<file path="src/rtl/fb_scanout.sv">
// fb_scanout: sweeps one framebuffer frame per start pulse and streams pixels over valid/ready.
// Defining SCANOUT_MIRROR_EN adds the mirror port, which reads each line from the right edge to the left.
module fb_scanout #(
  parameter int WIDTH = 320,
  parameter int HEIGHT = 240,
  parameter int ADDR_W = 17,
  parameter int DATA_W = 8,
  parameter int READ_LAT = 2
) (
  input  logic              clk,
  input  logic              reset_n,
  input  logic              start,
  input  logic [7:0]        row_base,
`ifdef SCANOUT_MIRROR_EN
  input  logic              mirror,
`endif
  output logic              busy,
  output logic              frame_done,
  output logic [ADDR_W-1:0] mem_addr,
  input  logic [DATA_W-1:0] mem_r_data,
  output logic [DATA_W-1:0] pix_data,
  output logic              pix_valid,
  input  logic              pix_ready,
  output logic              pix_eol,
  output logic              pix_eof
);
  localparam int DEPTH = READ_LAT + 2;
  localparam int CW = $clog2(WIDTH);
  localparam int RW = $clog2(HEIGHT);
  localparam int PW = $clog2(DEPTH);
  localparam int OW = $clog2(DEPTH + 1);
  localparam logic [CW-1:0] COL_L = CW'(WIDTH - 1);
  localparam logic [RW-1:0] ROW_L = RW'(HEIGHT - 1);
  localparam logic [PW-1:0] PTR_L = PW'(DEPTH - 1);
  localparam logic [ADDR_W-1:0] W_A = ADDR_W'(WIDTH);
  localparam logic [ADDR_W-1:0] FRAME = ADDR_W'(WIDTH * HEIGHT);
  typedef enum logic [1:0] {IDLE, SETUP, RUN, DRAIN} state_t;
  state_t state, state_nx;
  logic [7:0] base;
  logic [ADDR_W-1:0] line_ptr;
  logic [CW-1:0] col, col_eff;
  logic [RW-1:0] row;
  // stage 0 is aligned with mem_addr; the next READ_LAT stages follow the read through the memory
  logic [READ_LAT:0] trk_v, trk_eol, trk_eof;
  logic [DATA_W+1:0] fifo [DEPTH];
  logic [PW-1:0] rd_ptr, wr_ptr;
  logic [OW-1:0] occ, inflight;
  logic issue, push, pop, last_col, last_pix;
`ifdef SCANOUT_MIRROR_EN
  logic mir;
  // mirror is a per-frame setting, captured with the start that opens the frame
  always_ff @(posedge clk or negedge reset_n)
    if (!reset_n) mir <= 1'b0;
    else if (state == IDLE && start) mir <= mirror;
  assign col_eff = mir ? COL_L - col : col;
`else
  assign col_eff = col;
`endif
  // count reads still travelling toward the FIFO
  always_comb begin
    inflight = '0;
    for (int i = 0; i <= READ_LAT; i++) inflight = inflight + OW'(trk_v[i]);
  end
  assign pix_valid = occ != '0;
  assign {pix_eof, pix_eol, pix_data} = pix_valid ? fifo[rd_ptr] : '0;
  assign pop = pix_valid && pix_ready;
  assign push = trk_v[READ_LAT];
  assign last_col = col == COL_L;
  assign last_pix = last_col && row == ROW_L;
  // a slot is reserved for every read in flight, so the FIFO cannot overflow whatever the stalls
  assign issue = state == RUN && int'(occ) + int'(inflight) - int'(pop) < DEPTH;
  assign busy = state != IDLE;
  // state register
  always_ff @(posedge clk or negedge reset_n)
    if (!reset_n) state <= IDLE;
    else state <= state_nx;
  // one frame per accepted start; DRAIN ends when the eof pixel is taken downstream
  always_comb begin
    state_nx = state;
    case (state)
      IDLE:    state_nx = start ? SETUP : IDLE;
      SETUP:   state_nx = RUN;
      RUN:     state_nx = issue && last_pix ? DRAIN : RUN;
      DRAIN:   state_nx = pop && pix_eof ? IDLE : DRAIN;
      default: state_nx = IDLE;
    endcase
  end
  // address generation with the waterfall wrap, plus the in-flight tag pipeline
  always_ff @(posedge clk or negedge reset_n)
    if (!reset_n) begin
      base <= '0;
      line_ptr <= '0;
      col <= '0;
      row <= '0;
      mem_addr <= '0;
      trk_v <= '0;
      trk_eol <= '0;
      trk_eof <= '0;
      frame_done <= 1'b0;
    end else begin
      frame_done <= state == DRAIN && pop && pix_eof;
      trk_v <= {trk_v[READ_LAT-1:0], issue};
      trk_eol <= {trk_eol[READ_LAT-1:0], issue && last_col};
      trk_eof <= {trk_eof[READ_LAT-1:0], issue && last_pix};
      if (state == IDLE && start) base <= 32'(row_base) >= HEIGHT ? '0 : row_base;
      if (state == SETUP) begin
        line_ptr <= ADDR_W'(int'(base) * WIDTH);
        col <= '0;
        row <= '0;
      end
      if (issue) begin
        mem_addr <= line_ptr + ADDR_W'(col_eff);
        col <= last_col ? '0 : col + CW'(1);
        if (last_col) begin
          line_ptr <= (line_ptr + W_A) == FRAME ? '0 : line_ptr + W_A;
          row <= row + RW'(1);
        end
      end
    end
  // FIFO storage needs no reset; occupancy alone decides what is visible
  always_ff @(posedge clk)
    if (push) fifo[wr_ptr] <= {trk_eof[READ_LAT], trk_eol[READ_LAT], mem_r_data};
  // FIFO pointers and occupancy
  always_ff @(posedge clk or negedge reset_n)
    if (!reset_n) begin
      rd_ptr <= '0;
      wr_ptr <= '0;
      occ <= '0;
    end else begin
      if (push) wr_ptr <= wr_ptr == PTR_L ? '0 : wr_ptr + PW'(1);
      if (pop) rd_ptr <= rd_ptr == PTR_L ? '0 : rd_ptr + PW'(1);
      occ <= occ + OW'(push) - OW'(pop);
    end
endmodule
</file>
<file path="config.mk">
export PLATFORM = sky130hd
export DESIGN_NAME = fb_scanout
export DESIGN_NICKNAME = d
export VERILOG_FILES = /design/src/rtl/fb_scanout.sv
export SDC_FILE = /design/constraint.sdc
export NUM_CORES = 1
export LEC_CHECK = 0
export CELL_PAD_IN_SITES_DETAIL_PLACEMENT = 2
export CELL_PAD_IN_SITES_GLOBAL_PLACEMENT = 2
export CORE_MARGIN = 2
export CORE_UTILIZATION = 39
export DETAILED_ROUTE_END_ITERATION = 8
export PLACE_DENSITY_LB_ADDON = 0.1
export SLEW_MARGIN = 40
export SYNTH_ARGS = -nofsm -noshare
export SYNTH_HDL_FRONTEND = slang
export SYNTH_SLANG_ARGS = --single-unit
</file>
<file path="constraint.sdc">
create_clock -name clk -period 3.79 [get_ports clk]
set_input_delay 0.379 -clock clk [delete_from_list [all_inputs] [get_ports clk]]
set_output_delay 0.379 -clock clk [all_outputs]
set_load 0.005 [all_outputs]
</file>
==> results.cfg <==
[status]
status = finished with violations
violations = hold timing

[layout]
antenna_cells = 0
layout_common_cells = dfrtp_1 (77), nand2_1 (50), clkdlybuf4s50_1 (48)
fin_nets = 662
stdcell_count = 801
stdcell_area_um2 = 7503
final_layout_size_suffix_gt1_share_pct = 13.05
area_delta_synth_final_pct = 23.32
final_common_cell = dfrtp_1

[pwr]
p_leak_nw = 3.175
ir_drop_mv = 0.3482
p_per_area_nw_per_um2 = 786.6

[clocking]
cts.htree.levels = 4
cts_tree = yes
cts_inserted_buffers = 17
cts_root_buffer = clkbuf_16
clk_pin_slew_worst_paths_ns = 0.06
clkSinkCount = 118
clk_latency_ns = 0.42
clk_path_buf_depth = 2

[synth]
syn_nets = 603
async_reset_ff_share_pct = 66.10
ys_seq_area_share_pct = 51.82
yosysWarnings = 0
netlist-cell-type-count = 56
synth_edf_count = 40
synth-seq-cells = 118
netlist_instances = 541
syn_area_um2 = 6085
syn_avg_cell_area_um2 = 11.25
synth-main-ff-cell = dfrtp_1

[route]
drcViolationCount = 0
firstDrtPassIters = 4
first_iter_violations = 136
viasPerCell = 5.629
ant_nets = 0
wirelength_um = 17430
routedWlPerCell_um = 21.76
dr_total_vias = 4509

[placement]
placed_area_um2 = 6803
dp.cells = 766
routabilityCongestion = 0.8262
dp_hpwl_um = 11640
port_buffers = 49

[global_routing]
met1_usage_pct = 28.41
use_met2_pct = 39.46
grt_usage_pct = 22.48
use_met3_pct = 4.366
grt_first_pass_wirelength_um = 28210
grt_pass1_vias = 5049
grt_max_degree = 79
antenna_found_initial = 0
gr-total-overflow = 0
busiest_layer = met2

[hold_path]
hold_class = in2async

[floorplanning]
die_h_um = 128.9
dieArea_um2 = 16620
coreArea_um2 = 15200
die_w_um = 128.9
ios = 50
initial_core_util_pct = 40.02
rows = 45

[sta]
min_period_ns = 3.734
tightest_slew_ns = 0.8034
slew_violations = 0
finClkSkew_ns = 0.006529
setup_viol = 0
max_freq_mhz = 267.8
max-slew-margin-rel_pct = 46.44
fin_crit_sh_pct = 98.52
hold_viol = 1
rsz0062_at_grt = yes
timing.hold.ws_ns = -0.001549

[critical_path]
cp_cell_sequence = inv_2 -> nand3_1 -> and2_1 -> ha_1 -> fa_1 -> inv_1 -> ha_1 -> and3b_1 -> o211a_1 -> o41ai_4 -> inv_2 -> nand2_1 -> buf_6 -> a2bb2oi_1 -> a21oi_1
cp.required_ns = 4.07
critPathCaptureType = register
crit_family = compound AO/OA/AOI/OAI gates
arrival_ns = 4.01
cp_max_fo = 12
slowest_stage = o41ai_4
setup.worst_path.start_class = register
critPathKind = reg2reg
path_buf_inv = 4
critPathMaxStageDelay_ns = 0.53

[run]
maxCapViolCount = 0
## cells in the mapped netlist (all sizes together) (4+ instances only)
cell type,instances,share of area [%]
a211oi,10,1.3
a21o,5,0.62
a21oi,32,2.8
a22o,8,1.2
and2,20,2.1
and3,9,0.93
buf,9,0.76
clkbuf,13,0.82
dfrtp,78,32
edfxtp,40,20
fa,4,1.3
ha,38,7.8
inv,24,1.5
mux2,4,0.74
mux4,10,3.7
nand2,50,3.1
nand2b,5,0.51
nand3,14,1.2
nor2,24,1.5
nor2b,5,0.51
nor3,14,1.3
o211ai,4,0.49
o21a,5,0.62
o21ai,49,4.0
o31ai,7,0.86
or3,5,0.51
xnor2,15,2.2
xor2,8,1.2
## flip-flops by register name, indices dropped and copies added, names as in the netlist, 2 cells and up
register  flops
trk_eol       3
trk_v         3
row           8
trk_eof       3
line_ptr     17
base          8
wr_ptr        2
mem_addr     17
col           9
rd_ptr        2
occ           3
state         2
fifo         40
## power by group
part           switching, W  internal (W)  leakage [nW]  total (W)
registers          0.000219       0.00163          1.35    0.00185
logic               0.00121       0.00111          1.52    0.00233
clock network      0.000627       0.00110         0.305    0.00172
## worst register-to-register path: stages, from the launching register on
cell,delay (ns)
dfrtp_1,0.42
inv_2,0.11
nand3_1,0.10
and2_1,0.19
ha_1,0.30
fa_1,0.39
inv_1,0.08
ha_1,0.22
and3b_1,0.21
o211a_1,0.26
o41ai_4,0.53
inv_2,0.15
nand2_1,0.18
buf_6,0.18
a2bb2oi_1,0.18
a21oi_1,0.09
## timing repair
action	in CTS	in global routing
pin swaps	1	2
buffers inserted	0	3
gates resized for setup	2	12
hold buffers	0	0
setup endpoints to repair	5	21
## final timing paths
check | cells after the start | end | slack, ns | start
min in group clk | 0 | trk_eof[1] | 0.35 | trk_eof[0]
max in group asynchronous | 1 | line_ptr[16] | 3.25 | reset_n
min | 1 | rd_ptr[0] | -0.002 | reset_n
min reg2reg | 0 | trk_eof[1] | 0.35 | trk_eof[0]
max | 15 | line_ptr[6] | 0.06 | occ[2]
max reg2reg | 15 | line_ptr[6] | 0.06 | occ[2]
## logic make-up after synthesis
group	count (synthesis)	share of synthesized area, %
flops	118	51.82
simple gates	161	13.70
buf+inv	46	3.064
compound gates	135	14.21
xor+xnor	23	3.311
fa+ha+maj	42	9.130
mux	16	4.771
## cell type report
cell class                 instances  area [um2]
timing repair buffer              62       613.1
sequential                       118        3154
clock buffer                      19       464.2
inverter                          24       92.59
tap                              188       235.2
fill                            1550        7699
multi-input combinational        377        2776
clock inverter                    13       167.7
## stage by stage
stage	setup slack (ns)	TNS (ns)	util [%]	hold WS, ns	total power (W)
2_1_floorplan	0.4245	0	-	0.08341	0.003031
3_3_place_gp	0.1521	0	44.72	0.3369	0.003884
3_5_place_dp	0.02027	0	44.75	0.3372	0.004022
4_1_cts	-0.004916	-0.004916	48.97	0.04756	0.005876
5_1_grt	-0.1087	-1.038	49.36	0.04515	0.006279
6_report	0.05613	0	49.36	-0.001549	0.005903
## routing by layer
layer	vias up	share of wire (%)	wire length (um)
li1	2090	-	-
met1	2338	44	7630
met2	57	52	9103
met3	24	2.3	407
met4	0	1.6	285
met5	-	0	0
Power figures use the tool's default switching activity.
